$ cat config.mk
export PLATFORM = sky130hd
export DESIGN_NAME = matrix_op_controller
export DESIGN_NICKNAME = d
export VERILOG_FILES = /design/src/rtl/matrix_op_controller.sv
export SDC_FILE = /design/constraint.sdc
export NUM_CORES = 2
export LEC_CHECK = 0
export CAP_MARGIN = 25
export CORE_AREA = 3 3 511 513
export CTS_CLUSTER_DIAMETER = 200
export DETAILED_ROUTE_END_ITERATION = 7
export DIE_AREA = 0 0 514 516
export MAX_ROUTING_LAYER = met4
export PLACE_DENSITY_LB_ADDON = 0.2
export RECOVER_POWER = 50
export SLEW_MARGIN = 25
export SYNTH_ARGS = -nofsm -noshare
export SYNTH_HDL_FRONTEND = slang
export SYNTH_SLANG_ARGS = --single-unit
$ cat constraint.sdc
create_clock -name clk -period 67.3 [get_ports clk]
set_clock_uncertainty 0.2 [all_clocks]
set_input_delay 20.19 -clock clk [delete_from_list [all_inputs] [get_ports clk]]
set_output_delay 20.19 -clock clk [all_outputs]
set_load 0.02 [all_outputs]
$ cat src/rtl/matrix_op_controller.sv
// Sequencer for the matrix coprocessor: fetches A (and B), runs the ALU,
// writes the result back to the single-port matrix RAM and reports done/error.
module matrix_op_controller #(
   parameter int ADDR_W      = 8,
   parameter int DATA_W      = 256,
   parameter int RD_LAT      = 1,
   parameter int ALU_TIMEOUT = 255
) (
   input  logic              clk,
   input  logic              reset,
   input  logic              start,
   input  logic [2:0]        opcode,
   input  logic [ADDR_W-1:0] addr_a,
   input  logic [ADDR_W-1:0] addr_b,
   input  logic [ADDR_W-1:0] addr_c,
   output logic              busy,
   output logic              done,
   output logic              error,
   output logic [ADDR_W-1:0] mem_addr,
   output logic              mem_wren,
   output logic [DATA_W-1:0] mem_wdata,
   input  logic [DATA_W-1:0] mem_rdata,
   output logic [DATA_W-1:0] alu_a,
   output logic [DATA_W-1:0] alu_b,
   output logic [2:0]        alu_op,
   output logic              alu_start,
   input  logic              alu_done,
   input  logic [DATA_W-1:0] alu_result
);

   typedef enum logic [3:0] {
      S_IDLE,
      S_RD_A,
      S_WAIT_A,
      S_RD_B,
      S_WAIT_B,
      S_EXEC,
      S_WRITE,
      S_DONE,
      S_ERR
   } state_t;

   localparam logic [2:0] OP_TRN   = 3'd3;
   localparam logic [2:0] OP_NEG   = 3'd4;
   localparam logic [1:0] LAT_LAST = 2'(RD_LAT - 1);
   localparam logic [7:0] TO_LAST  = 8'(ALU_TIMEOUT - 1);

   state_t            state_q;
   logic [2:0]        op_q;
   logic [ADDR_W-1:0] addr_b_q;
   logic [ADDR_W-1:0] addr_c_q;
   logic [1:0]        lat_q;
   logic [7:0]        cnt_q;
   logic              busy_q;
   logic              done_q;
   logic              error_q;
   logic [ADDR_W-1:0] mem_addr_q;
   logic              mem_wren_q;
   logic [DATA_W-1:0] mem_wdata_q;
   logic [DATA_W-1:0] alu_a_q;
   logic [DATA_W-1:0] alu_b_q;
   logic              alu_start_q;
   logic              op_unary;

   assign op_unary = (op_q == OP_TRN) || (op_q == OP_NEG);

   always_ff @(posedge clk or posedge reset) begin
      if (reset) begin
         state_q     <= S_IDLE;
         op_q        <= '0;
         addr_b_q    <= '0;
         addr_c_q    <= '0;
         lat_q       <= '0;
         cnt_q       <= '0;
         busy_q      <= 1'b0;
         done_q      <= 1'b0;
         error_q     <= 1'b0;
         mem_addr_q  <= '0;
         mem_wren_q  <= 1'b0;
         mem_wdata_q <= '0;
         alu_a_q     <= '0;
         alu_b_q     <= '0;
         alu_start_q <= 1'b0;
      end else begin
         // Pulse outputs default low; the transitions below raise them for one cycle.
         done_q      <= 1'b0;
         error_q     <= 1'b0;
         mem_wren_q  <= 1'b0;
         alu_start_q <= 1'b0;
         case (state_q)
            S_IDLE: begin
               if (start) begin
                  op_q     <= opcode;
                  addr_b_q <= addr_b;
                  addr_c_q <= addr_c;
                  if (opcode <= OP_NEG) begin
                     mem_addr_q <= addr_a;
                     busy_q     <= 1'b1;
                     state_q    <= S_RD_A;
                  end else begin
                     error_q <= 1'b1;
                     state_q <= S_ERR;
                  end
               end
            end
            S_RD_A: begin
               lat_q   <= '0;
               state_q <= S_WAIT_A;
            end
            S_WAIT_A: begin
               if (lat_q == LAT_LAST) begin
                  alu_a_q <= mem_rdata;
                  if (op_unary) begin
                     alu_b_q     <= '0;
                     alu_start_q <= 1'b1;
                     cnt_q       <= '0;
                     state_q     <= S_EXEC;
                  end else begin
                     mem_addr_q <= addr_b_q;
                     state_q    <= S_RD_B;
                  end
               end else begin
                  lat_q <= lat_q + 2'd1;
               end
            end
            S_RD_B: begin
               lat_q   <= '0;
               state_q <= S_WAIT_B;
            end
            S_WAIT_B: begin
               if (lat_q == LAT_LAST) begin
                  alu_b_q     <= mem_rdata;
                  alu_start_q <= 1'b1;
                  cnt_q       <= '0;
                  state_q     <= S_EXEC;
               end else begin
                  lat_q <= lat_q + 2'd1;
               end
            end
            S_EXEC: begin
               // Counter stops at TO_LAST, so it cannot wrap.
               if (alu_done) begin
                  mem_wdata_q <= alu_result;
                  mem_addr_q  <= addr_c_q;
                  mem_wren_q  <= 1'b1;
                  state_q     <= S_WRITE;
               end else if (cnt_q == TO_LAST) begin
                  busy_q  <= 1'b0;
                  error_q <= 1'b1;
                  state_q <= S_ERR;
               end else begin
                  cnt_q <= cnt_q + 8'd1;
               end
            end
            S_WRITE: begin
               busy_q  <= 1'b0;
               done_q  <= 1'b1;
               state_q <= S_DONE;
            end
            S_DONE:  state_q <= S_IDLE;
            S_ERR:   state_q <= S_IDLE;
            default: state_q <= S_IDLE;
         endcase
      end
   end

   assign busy      = busy_q;
   assign done      = done_q;
   assign error     = error_q;
   assign mem_addr  = mem_addr_q;
   assign mem_wren  = mem_wren_q;
   assign mem_wdata = mem_wdata_q;
   assign alu_a     = alu_a_q;
   assign alu_b     = alu_b_q;
   assign alu_op    = op_q;
   assign alu_start = alu_start_q;

endmodule

==> impl_results.md <==
- GRT Overall Usage: 13.4%
- Die area: 0.265 sq mm
- Fillers: 27900
- CORE AREA: 0.257 sq mm
- Detailed Route Iter0 Violations: 1298
- # IOs: 1327
- Arr. time, crit path: 29.31 ns
- Post-CTS setup buffers: 0
- Status: finished, violations left
- Clock sink count: 814
- CP Class: input pin to asynchronous set/reset pin
- CP max stage delay: 2.62 ns
- Share of layout cells above drive strength 1: 12.4%
- Post-CTS Hold Fix Bufs: 0
- Vias in the first global route: 26400
- Static Leak: 22.5 nW
- Syn Inst Count: 2405
- CP most frequent cell: buf_4
- Synth-to-layout area growth: 69.2%
- Detailed Route WL: 179 mm
- R2R depth: 7
- PortBufs: 1326
- Fin. Hold Viols: 0
- Ranking of synthesized cells by area: dfrtp_1 67%, nand2_1 9.6%, mux2_2 9.6%
- Fin crit share: 42.7%
- Post-Syn Area: 0.0303 sq mm
- Fin nets: 4262
- Initial Utilization: 11.8%
- CP max stage cell: clkinvlp_2
- CP max FO: 135
- DR vias/cell: 3.38
- Final setup viols: 0
- Max-cap viol count: 6
- Hold Path Class: flop to flop
- Initial antenna violation count: 129
- Register area share after synthesis: 67.2%
- Setup TNS: 0 ns
- First-pass GRT wire length: 239 mm
- Crit. End Element: asynchronous set/reset pin
- Synth top area share: 67.2%
- Most frequent cell after synthesis: dfrtp_1
- Fmax: 34.8 MHz
- Wire length per cell: 24.4 microns
- Largest net degree at the start of global routing: 136
- Post-Syn Area per Cell: 12.6 sq um
- Worst-path clk slew: 0.06 ns
- Clk pwr share: 21.6%
- CP delay by family, top: buffers and inverters
- Root Driver: clkbuf_16
- Total CTS buffers: 107
- Routed Antenna Nets: 0
- H-tree levels: 3
- Commonest cells post-synth: 814 x dfrtp_1, 777 x nand2_1, 258 x mux2_2, 257 x a22o_1, 104 x buf_2
- Clk Latency, worst-skew pair: 0.71 ns
- Failing checks: max-capacitance violations, max-slew violations
- WP data required: 67.87 ns
- Worst-margin pin slew: 4.77 ns
- Maximum vdd drop: 0.0000248 V
- CTS tree: yes
- Fraction of registers with async set/reset: 100%
- Sw Pwr: 1.12 mW
- Startpoint types: input pin
- RePlAce Congestion: 0.792
- Ys Warns: 0
- Gate power share: 46.0%
- Ys flop type: dfrtp_1
- Net count after synthesis: 2951
- Final WS setup: 38.56 ns
- Cell taking the most area after synthesis: dfrtp_1
- Final slew viol count: 347
- DP HPWL: 137 mm
- Critical-path cell list: dlygate4sd3_1 -> clkinvlp_2 -> clkbuf_1 -> buf_4 -> buf_4 -> buf_12 -> buf_4
- Synth Register Bits: 814
- Sequential share of power: 32.4%
- Post_cts resized: 0
- Internal: 1.60 mW
- Number of synthesized flops with an enable pin: 0
- Min-Delay Path Depth: 2
- RSZ-0062 raised after global routing: false
- Switching share of power: 41.3%
- DRC viols: 0
- Core Rows: 186
- Pwr dens: 53.1 mW/mm^2
- Vias: 24700
- Final min period: 28.74 ns
- Total gr overflow: 0
- Chip Height: 516 microns
- DR pass1 iterations: 4
- Max clock buf depth: 3
- Critical path depth in cells: 7
- Dpl ws: 41.50 ns
- Die X-Extent: 514 microns
- Buf/Inv on CP: 7
- Relative slew slack: -220%
- Unique cell type count in the Yosys netlist: 54
-- power by group through the flow --
stage | sequential [mW] | combinational, mW | clock [mW]
global placement | 0.895 | 1.32 | 0
floorplan | 1.10 | 0.340 | 0
CTS | 0.892 | 1.32 | 0.616
global route | 0.909 | 1.33 | 0.633
finish | 0.882 | 1.25 | 0.588
detailed placement | 0.890 | 1.32 | 0
-- logic make-up (layout without fill, tap and decap cells) --
logic type | Yosys count | in the layout | synth area share, %
mux | 289 | 289 | 10.8
compound gates | 314 | 314 | 8.72
fa+ha+maj | 3 | 3 | 0.124
simple gates | 815 | 815 | 10.6
buf+inv | 169 | 1565 | 2.55
xor+xnor | 1 | 1 | 0.0289
flops | 814 | 814 | 67.2
other cells | 0 | 126 | 0
-- cells in the final DEF (no fill, tap or decap), drive strengths merged, types with 2 or more instances in the layout --
cell type      instances
dfrtp                814
nand2                777
clkdlybuf4s50        733
dlygate4sd3          593
mux2                 286
a22o                 257
clkbuf               162
diode                126
buf                   27
clkinv                24
inv                   17
a21oi                 14
o21ai                 13
nor2                  10
a22oi                  8
bufinv                 7
nand3                  5
a31oi                  4
nand2b                 3
a41oi                  3
mux2i                  3
ha                     3
o31ai                  2
o21a                   2
nor4b                  2
and2                   2
nor4                   2
clkinvlp               2
or4b                   2
-- tightest hold or removal path: cells and delay by family (launching register included) --
family        cells  cell delay (ns)
flops             1             0.33
simple gates      2             0.10
-- final timing paths --
kind / start / to / slack (ns)
worst max-delay path: reset / mem_wdata[188]$_DFFE_PP0P_ / 38.56
worst min-delay path: alu_a[136]$_DFFE_PP0P_ / alu_a[136]$_DFFE_PP0P_ / 0.26
worst max register to register: state_q[2]$_DFFE_PP0P_ / mem_wdata[191]$_DFFE_PP0P_ / 59.09
worst min register to register: alu_a[136]$_DFFE_PP0P_ / alu_a[136]$_DFFE_PP0P_ / 0.26
max in group clk: alu_done / mem_wdata[191]$_DFFE_PP0P_ / 40.40
min in group asynchronous: reset / alu_b[234]$_DFFE_PP0P_ / 21.14
-- cell type report --
cell class              instances  area, sq um  area share [%]
repair buffers               1357        13600            26.4
clock inverters                36          482           0.939
well taps                    3384         4230            8.25
flip-flops and latches        814        20400            39.7
multi-input cells            1422         9180            17.9
inverters                      14         53.8           0.105
diodes                        126          315           0.615
clock buffers                 158         3100            6.04
-- routing by layer --
layer	global-route usage (%)	vias up	share of wire, %
li1	-	11000	-
met1	13.9	12400	37
met2	23.0	1096	51
met3	6.07	215	9.8
met4	3.09	0	2.3
met5	-	-	0
-- registers in the layout, summed over array words and instances (netlist names), 4 cells and up --
signal / flops
alu_a: 256
alu_b: 256
mem_wdata: 256
addr_b_q: 8
addr_c_q: 8
cnt_q: 8
mem_addr: 8
state_q: 4
-- through the flow --
stage	std cells	power [mW]	hold slack [ns]	cell area [sq um]	util [%]
floorplan	2405	1.44	0.253	30300	-
global placement	6990	2.21	0.257	47400	18.5
detailed placement	6990	2.21	0.261	47400	18.5
CTS	7184	2.83	0.276	51000	19.9
global route	7306	2.87	0.288	51300	20.0
finish	7311	2.72	0.264	51300	20.0
No activity file was read; power rests on OpenSTA's default activity.
